`config.mk`:
```
export PLATFORM = sky130hd
export DESIGN_NAME = i2c_slave_tx_word_flat
export DESIGN_NICKNAME = d
export VERILOG_FILES = /design/src/rtl/i2c_pkg.sv /design/src/rtl/i2c_slave_tx_word_if.sv /design/src/rtl/i2c_sync_edge.sv /design/src/rtl/i2c_slave_tx_word.sv /design/src/flat_wrapper.sv
export SDC_FILE = /design/constraint.sdc
export NUM_CORES = 1
export LEC_CHECK = 0
export ABC_CLOCK_PERIOD_IN_PS = 2200
export BUFFER_PORTS_ARGS = -buffer_cell sky130_fd_sc_hd__buf_2
export CORE_MARGIN = 10
export CORE_UTILIZATION = 51
export DETAILED_ROUTE_END_ITERATION = 7
export PLACE_DENSITY = 0.73
export SYNTH_ARGS = -nofsm -noshare
export SYNTH_HDL_FRONTEND = slang
export SYNTH_SLANG_ARGS = --single-unit
```
`constraint.sdc`:
```
create_clock -name clk -period 2.2 [get_ports clk]
set_input_delay 0.44 -clock clk [delete_from_list [all_inputs] [get_ports clk]]
set_output_delay 0.44 -clock clk [all_outputs]
set_load 0.03 [all_outputs]
```
`src/rtl/i2c_pkg.sv`:
```
// Shared types and defaults for the I2C slave word transmitter.
package i2c_pkg;

  typedef enum logic [1:0] {
    ST_IDLE       = 2'd0,
    ST_SHIFT      = 2'd1,
    ST_ACK_WAIT   = 2'd2,
    ST_ACK_SAMPLE = 2'd3
  } i2c_state_e;

  localparam int SYNC_STAGES_DEF = 2;

endpackage

```
`src/rtl/i2c_slave_tx_word_if.sv`:
```
// Host/bus signal bundle for i2c_slave_tx_word. scl_oe exists only when
// I2C_SLAVE_TX_STRETCH_EN is defined.
interface i2c_slave_tx_word_if #(parameter int DATA_WIDTH = 8);
  logic                  go;
  logic [DATA_WIDTH-1:0] data;
  logic                  scl;
  logic                  sda_in;
  logic                  sda_oe;
  logic                  busy;
  logic                  finish;
  logic                  ack;
`ifdef I2C_SLAVE_TX_STRETCH_EN
  logic                  scl_oe;

  modport master (output go, data, scl, sda_in,
                  input  sda_oe, busy, finish, ack, scl_oe);
  modport slave  (input  go, data, scl, sda_in,
                  output sda_oe, busy, finish, ack, scl_oe);
`else
  modport master (output go, data, scl, sda_in,
                  input  sda_oe, busy, finish, ack);
  modport slave  (input  go, data, scl, sda_in,
                  output sda_oe, busy, finish, ack);
`endif
endinterface

```
`src/rtl/i2c_sync_edge.sv`:
```
// Multi-flop synchronizer with single-cycle rise/fall pulses on the
// synchronized level. Resets to 1 (idle bus level).
module i2c_sync_edge #(
  parameter int STAGES = 2
) (
  input  logic clk,
  input  logic rst_n,
  input  logic d_i,
  output logic lvl_o,
  output logic rise_o,
  output logic fall_o
);

  logic [STAGES-1:0] sync_q;
  logic              prev_q;

  always_ff @(posedge clk or negedge rst_n) begin
    if (!rst_n) begin
      sync_q <= '1;
      prev_q <= 1'b1;
    end else begin
      sync_q <= {sync_q[STAGES-2:0], d_i};
      prev_q <= sync_q[STAGES-1];
    end
  end

  assign lvl_o  = sync_q[STAGES-1];
  assign rise_o =  lvl_o & ~prev_q;
  assign fall_o = ~lvl_o &  prev_q;

endmodule

```
`src/rtl/i2c_slave_tx_word.sv`:
```
// I2C slave transmitter: shifts one DATA_WIDTH word MSB-first onto SDA, then
// samples the master ACK. Optional SCL stretching via I2C_SLAVE_TX_STRETCH_EN.
module i2c_slave_tx_word
  import i2c_pkg::*;
#(
  parameter int DATA_WIDTH  = 8,
  parameter int SYNC_STAGES = SYNC_STAGES_DEF
) (
  input logic               clk,
  input logic               rst_n,
  i2c_slave_tx_word_if.slave bus
);

  localparam int CW = $clog2(DATA_WIDTH + 1);

  logic scl_lvl, scl_rise, scl_fall;
  logic sda_lvl, sda_rise_unused, sda_fall_unused;

  i2c_sync_edge #(.STAGES(SYNC_STAGES)) u_scl_sync (
    .clk    (clk),
    .rst_n  (rst_n),
    .d_i    (bus.scl),
    .lvl_o  (scl_lvl),
    .rise_o (scl_rise),
    .fall_o (scl_fall)
  );

  i2c_sync_edge #(.STAGES(SYNC_STAGES)) u_sda_sync (
    .clk    (clk),
    .rst_n  (rst_n),
    .d_i    (bus.sda_in),
    .lvl_o  (sda_lvl),
    .rise_o (sda_rise_unused),
    .fall_o (sda_fall_unused)
  );

  i2c_state_e            state_q, state_d;
  logic [DATA_WIDTH-1:0] shreg_q, shreg_d, sh_nxt;
  logic [CW-1:0]         cnt_q, cnt_d;
  logic                  sda_oe_q, sda_oe_d;
  logic                  ack_q, ack_d;
  logic                  finish_q, finish_d;

  always_comb begin
    state_d  = state_q;
    shreg_d  = shreg_q;
    cnt_d    = cnt_q;
    sda_oe_d = sda_oe_q;
    ack_d    = ack_q;
    finish_d = 1'b0;
    sh_nxt   = shreg_q << 1;
    case (state_q)
      ST_IDLE: begin
        if (bus.go) begin
          shreg_d  = bus.data;
          cnt_d    = CW'(DATA_WIDTH);
          sda_oe_d = ~bus.data[DATA_WIDTH-1];
          state_d  = ST_SHIFT;
        end
      end
      ST_SHIFT: begin
        if (scl_rise && cnt_q != '0) cnt_d = cnt_q - CW'(1);
        // A fall before the first rise belongs to the previous bit; ignore it.
        if (scl_fall) begin
          if (cnt_q == '0) begin
            sda_oe_d = 1'b0;
            state_d  = ST_ACK_WAIT;
          end else if (cnt_q != CW'(DATA_WIDTH)) begin
            shreg_d  = sh_nxt;
            sda_oe_d = ~sh_nxt[DATA_WIDTH-1];
          end
        end
      end
      ST_ACK_WAIT: begin
        if (scl_rise) begin
          ack_d   = ~sda_lvl;
          state_d = ST_ACK_SAMPLE;
        end
      end
      ST_ACK_SAMPLE: begin
        if (scl_fall) begin
          finish_d = 1'b1;
          state_d  = ST_IDLE;
        end
      end
      default: state_d = ST_IDLE;
    endcase
  end

  always_ff @(posedge clk or negedge rst_n) begin
    if (!rst_n) begin
      state_q  <= ST_IDLE;
      shreg_q  <= '0;
      cnt_q    <= '0;
      sda_oe_q <= 1'b0;
      ack_q    <= 1'b0;
      finish_q <= 1'b0;
    end else begin
      state_q  <= state_d;
      shreg_q  <= shreg_d;
      cnt_q    <= cnt_d;
      sda_oe_q <= sda_oe_d;
      ack_q    <= ack_d;
      finish_q <= finish_d;
    end
  end

  assign bus.sda_oe = sda_oe_q;
  assign bus.busy   = (state_q != ST_IDLE);
  assign bus.finish = finish_q;
  assign bus.ack    = ack_q;

`ifdef I2C_SLAVE_TX_STRETCH_EN
  // Hold SCL low after an ACKed word until the host supplies the next one.
  logic scl_oe_q, scl_oe_d;

  always_comb begin
    scl_oe_d = scl_oe_q;
    if (state_q == ST_ACK_SAMPLE && scl_fall)           scl_oe_d = ack_q;
    else if (state_q != ST_IDLE)                        scl_oe_d = 1'b0;
    else if (bus.go || scl_lvl)                         scl_oe_d = 1'b0;
  end

  always_ff @(posedge clk or negedge rst_n) begin
    if (!rst_n) scl_oe_q <= 1'b0;
    else        scl_oe_q <= scl_oe_d;
  end

  assign bus.scl_oe = scl_oe_q;
`else
  logic scl_lvl_unused;
  assign scl_lvl_unused = scl_lvl;
`endif

endmodule

```
`src/flat_wrapper.sv`:
```
// flat-port wrapper written by rule: the top's interface ports become plain ports
module i2c_slave_tx_word_flat import i2c_pkg::*;
#(
  parameter int DATA_WIDTH  = 8,
  parameter int SYNC_STAGES = SYNC_STAGES_DEF
)
  (clk, rst_n, bus_go, bus_data, bus_scl, bus_sda_in, bus_sda_oe, bus_busy, bus_finish, bus_ack);
  i2c_slave_tx_word_if #(.DATA_WIDTH(DATA_WIDTH)) bus_i ();
  input logic clk;
  input logic rst_n;
  input wire logic [$bits(bus_i.go)-1:0] bus_go;
  input wire logic [$bits(bus_i.data)-1:0] bus_data;
  input wire logic [$bits(bus_i.scl)-1:0] bus_scl;
  input wire logic [$bits(bus_i.sda_in)-1:0] bus_sda_in;
  output wire logic [$bits(bus_i.sda_oe)-1:0] bus_sda_oe;
  output wire logic [$bits(bus_i.busy)-1:0] bus_busy;
  output wire logic [$bits(bus_i.finish)-1:0] bus_finish;
  output wire logic [$bits(bus_i.ack)-1:0] bus_ack;
  assign bus_i.go = bus_go;
  assign bus_i.data = bus_data;
  assign bus_i.scl = bus_scl;
  assign bus_i.sda_in = bus_sda_in;
  assign bus_sda_oe = bus_i.sda_oe;
  assign bus_busy = bus_i.busy;
  assign bus_finish = bus_i.finish;
  assign bus_ack = bus_i.ack;
  i2c_slave_tx_word #(.DATA_WIDTH(DATA_WIDTH), .SYNC_STAGES(SYNC_STAGES)) u_core (.clk(clk), .rst_n(rst_n), .bus(bus_i));
endmodule
```
Word level (Yosys, flattened, before mapping)
Index checks and enable logic that the tools add are counted.

cells by class
  mux-type cells = 21
  bitwise gates (word level) = 7
  add/subtract/negate cells = 1
  reductions and logical operators = 11
  eq/ne operators = 13

operators by type and width
  operator               count
  $mux W7                4
  $pmux W7 S2            1
  $ne A2 B1 Y1 const B   6
  $mux W2                5
  $reduce_and A5 Y1      2
  $mux W4                2
  $pmux W2 S4            1
  $pmux W4 S2            1
  $mux W1                6
  $not A1 Y1             5
  $eq A2 B2 Y1 const B   2
  $logic_not A4 Y1       1
  $ne A2 B2 Y1 const B   2
  $ne A4 B4 Y1 const B   1
  $reduce_and A4 Y1      1
  $reduce_bool A2 Y1     2
  $reduce_bool A4 Y1     1
  $sub A4 B1 Y4 const B  1
  $ne A3 B1 Y1 const B   1
  $reduce_and A3 Y1      1
  $and A1 B1 Y1          2
  $eq A2 B1 Y1 const B   1
  $logic_not A2 Y1       1
  $pmux W1 S2            1
  2 further kinds        2

word-level totals
  output and inout port bits = 4
  logic and storage cells = 62
  input bits = 13
  bits in registers = 21

Depth between registers and ports, before layout
  word-level depth = 5
  depth in mapped cells = 7
  depth with buffers taken out = 6

Modules after synthesis
From an unflattened synthesis, not the netlist that was laid out.

second synthesis, totals
  cells, all modules = 92
  area, all modules = 1143.6 sq um

by module, submodules not included
  module             times used  area each (sq um)  sequential area each (sq um)  cells an instance
  i2c_slave_tx_word  1           955.9              400.4                         82
  i2c_sync_edge      2           93.8               78.8                          5

Worst setup path before layout
Ideal clock, no wire load.

  kind = reg2reg
  start = register u_core.state_q[0]
  end = register u_core.shreg_q[1]
  required time = 2080 ps
  library setup time = 120 ps
  clock period less this slack = 1659 ps
  data arrival time = 1539 ps
  cell stages (with the launch flop) = 8
  path buffers = 1
  setup slack = 541 ps
  cells stage by stage = dfrtp_1 -> inv_1 -> ha_1 -> inv_1 -> or3_1 -> clkbuf_1 -> nor2_1 -> nor2_1

between the ends
  cells in the longest elaborated chain, start to end = 3
  elaborated cells between the ends (all ways) = 9
  classes of those cells = eq/ne: 5; mux: 1; reduce/logical: 3

RTL lines
  element                                                      RTL line                  text
  start, declared                                              i2c_slave_tx_word.sv:37   i2c_state_e state_q, state_d;
  start signal, assigned                                       i2c_slave_tx_word.sv:99   state_q <= state_d;
  $eq A2 B1 Y1 / $logic_not A2 Y1 (equally long branches)      i2c_slave_tx_word.sv:52   case (state_q)
  $ne A2 B2 Y1 (no source line), or another cell as far along  n/a
  $reduce_and A5 Y1 (no source line)                           n/a
  end signal, assigned                                         i2c_slave_tx_word.sv:100  shreg_q <= shreg_d;
  end, declared                                                i2c_slave_tx_word.sv:38   logic [DATA_WIDTH-1:0] shreg_q, shreg_d, sh_nxt;

Several ways; a longest one is shown, not always the timed one.
A chain may end at the register's enable or synchronous reset.

Worst setup path after layout
  start = register u_core.state_q[0]
  end = output port bus_busy

between the ends
  cells in the longest elaborated chain, start to end = 1

RTL lines
  element             RTL line                  text
  $reduce_bool A2 Y1  i2c_slave_tx_word.sv:109  assign bus.busy = (state_q != ST_IDLE);
  end, declared       flat_wrapper.sv:16        output wire logic [$bits(bus_i.busy)-1:0] bus_busy;

No other way between the ends.

==> impl_results.md <==
* Standard cell core area at 0.001942 mm²
* Switching component of the power at 0.6528 mW
* Quantity of I/O buffers inserted on ports at 16
* Share of power burned in registers at 38.3%
* Leakage power at 0.5431 nW
* Peak supply drop at 0.0007192 V
* Die X-Extent at 65.15 µm
* Overflow left after global routing at 0
* Yosys Warn Count at 0
* Ports at 17
* Via count of the first global-routing pass at 728
* Critical Setup Path Class: register to primary output
* Clk network pwr share at 11.8%
* Least-Margin Pin Slew at 0.4488 ns
* Fraction of the yosys area taken by sequential cells at 51.14%
* Hold violation count in the final report at 0
* Clock transition at the register clock pins on the worst setup and hold paths after CTS at 0.12 ns
* Reported max-cap violation count at 0
* Post-detail-place hpwl at 1433 µm
* Number of vias in the routed layout at 755
* TritonCTS clock tree: yes
* Clk sink count at 21
* Global-route usage over all layers at 9.062%
* Clk_lat worst skew at 0.30 ns
* Fin Setup TNS at 0 ns
* Signed area change from the synthesized netlist to the final layout at 13.72%
* Required time of the worst setup path at 1.76 ns
* Capturing element type of the critical path: primary output
* DRC viols at 0
* Int Power at 0.9138 mW
* Chip Height at 65.15 µm
* Ratio of cells with drive above 1 in the final layout at 25.42%
* # nets final at 138
* First-pass iteration count of the detailed router at 4
* Routed Wire Length at 1793 µm
* Largest fanout of any net on the critical path at 4
* Cell count after synthesis at 99
* Post-layout min period at 1.821 ns
* Count of H-tree levels built during CTS at 1
* Status: finished clean
* Netlist Area Pre-Place at 0.001040 mm²
* Category of the worst setup path launch point: register
* Number of placement rows at 16
* Biggest area consumer among synthesized cells: dfrtp_1
* Fraction of power consumed by combinational cells at 49.9%
* Relative max-transition margin at 70.08%
* Reg area at 531.8 µm²
* Starting utilization of the core area at 53.54%
* Final setup violation count at 0
* Violation count after the first detailed-route iteration at 20
* Number of nets produced by synthesis at 118
* Max clock buf depth at 2
* Class of the tightest hold or removal check: primary input to asynchronous set/reset pin
* Setup repair after global routing missed its margin: false
* Post-route ant nets at 0
* Cts bufs inserted at 3
* Maximum number of pins on one net before global-route repair at 22
* Count of cells resized by post-cts repair at 0
* Multi-input gate area in the final layout at 465.4 µm²
* Top cells by area, synth: dfrtp_1 39%, dfstp_2 13%, ha_1 7.2%, nor2_1 5.4%, o22ai_1 4.8%
* Synthesized area per cell at 10.50 µm²
* Filler Cell Count at 175
* Per-cell via count in the routed design at 5.207
* Maximum clock frequency at 549.1 MHz
* Library cell used as clock root buffer: clkbuf_4
* CP arrival at 1.38 ns
* Unique masters post-synth at 31
* ANT cells at 0
* Per-cell routed wire length at 12.37 µm
* First-pass GRT wire length at 3146 µm
* Fraction of power spent switching nets at 41.67%
* Post-CTS Hold Buffers at 0
* Number of storage elements in the synthesis netlist at 21
* Pwr dens at 1325 mW/mm²
* Yosys top cell area share at 38.51%
* Core occupancy in the finished layout at 60.89%
* Post-CTS Setup Repair Bufs at 0
* Die ar. at 0.004245 mm²
* Period Utilization, post-route at 82.78%
* Slew Viols, Final at 0
* Antenna violations before repair at 0
* Gp weighted congestion at 0.7866
* Max Clock Skew at 0.003466 ns
## cells in the mapped netlist
library cell / instances
a21oi_1: 3
nand2b_4: 1
or3_1: 2
mux2i_1: 2
nor3b_2: 1
dfrtp_1: 16
and3_1: 1
o21ai_0: 1
inv_1: 9
nor2_1: 15
nand4b_1: 2
clkbuf_1: 1
a211oi_4: 1
and3b_1: 1
o21ai_1: 6
nand2b_1: 2
o31a_1: 1
a21o_1: 1
or2_1: 1
a221oi_2: 1
a221o_1: 1
o31ai_1: 1
dfstp_2: 5
buf_2: 1
ha_1: 6
o21a_1: 1
mux2_1: 1
and2_1: 1
nand2_1: 3
o22ai_1: 8
nor2b_1: 3
## state kept, by name, indices dropped and copies added, names as in the netlist
signal	count
u_core.bus.finish	1
u_core.state_q	2
u_core.u_sda_sync.sync_q	2
u_core.cnt_q	4
u_core.shreg_q	7
u_core.u_scl_sync.sync_q	2
u_core.bus.ack	1
u_core.u_scl_sync.prev_q	1
u_core.bus.sda_oe	1
## layout make-up
type	count	share of cell area, %
flip-flops and latches	21	44.97
multi-input cells	67	39.37
repair buffers	17	7.407
inverters	9	2.857
well taps	27	2.857
clock buffers	3	1.905
clock inverters	1	0.6349
## critical path, stage by stage (launching register included)
cell,delay (ns)
dfrtp_1,0.42
inv_1,0.14
ha_1,0.26
inv_1,0.08
buf_2,0.18
## power by group through the flow
stage                     Sequential, mW  Combinational (mW)  Clock, mW
final                              0.600               0.782      0.185
after global routing               0.618               0.892      0.212
after CTS                          0.600               0.789      0.194
after detailed placement           0.609               0.786          0
after global placement             0.603               0.765          0
after floorplan                    0.629               0.583          0
## routing by layer
| layer | GRT usage, % | share of wire [%] | up-vias |
|---|---|---|---|
| met5 | 0 | 0 | - |
| met3 | 2.712 | 4.5 | 2 |
| li1 | - | - | 379 |
| met1 | 11.81 | 49 | 358 |
| met2 | 13.55 | 46 | 16 |
| met4 | 4.011 | 0.78 | 0 |
## path summary, 6_finish.rpt
check,startpoint,endpoint,slack [ns],cells after the start
setup / recovery,u_core.state_q[0]$_DFFE_PN0P_,bus_busy,0.38,4
hold / removal,rst_n,u_core.cnt_q[0]$_DFFE_PN0P_,0.07,1
setup reg to reg,u_core.state_q[1]$_DFFE_PN0P_,u_core.shreg_q[1]$_DFFE_PN0P_,0.40,6
hold reg to reg,u_core.u_scl_sync.sync_q[0]$_DFF_PN1_,u_core.u_scl_sync.sync_q[1]$_DFF_PN1_,0.36,0
max in group asynchronous,rst_n,u_core.u_scl_sync.sync_q[1]$_DFF_PN1_,1.79,1
min in group clk,bus_scl,u_core.u_scl_sync.sync_q[0]$_DFF_PN1_,0.23,1
## stage by stage
stage	instance area [µm²]	power [mW]	setup WS (ns)	instances	hold WS, ns
floorplan	1040	1.213	0.5413	99	0.1444
global placement	1152	1.368	0.4744	141	0.3483
detailed placement	1152	1.395	0.3959	141	0.3484
CTS	1182	1.583	0.3620	145	0.06972
global route	1182	1.722	0.2226	145	0.06551
finish	1182	1.567	0.3789	145	0.06837
## cell usage in the layout (no fill, tap or decap), drive strengths merged, types with 2 or more instances in the layout
master   n
nand4b   2
a21oi    3
or3      2
ha       6
clkbuf   3
buf     17
dfrtp   16
nor2    15
inv      9
dfstp    5
o22ai    8
nor2b    3
mux2i    2
nand2b   3
o21ai    7
nand2    3
## logic make-up (layout without fill, tap and decap cells)
group                      Yosys count  count (layout)  synth area share [%]
and+or+nand+nor                     33              33                 17.57
buffers and inverters               11              30                 4.090
adders and majority gates            6               6                 7.220
muxes                                3               3                 3.008
DFF                                 21              21                 51.14
AOI/OAI and AO/OA                   25              25                 16.97
No activity file was read; power rests on OpenSTA's default activity.
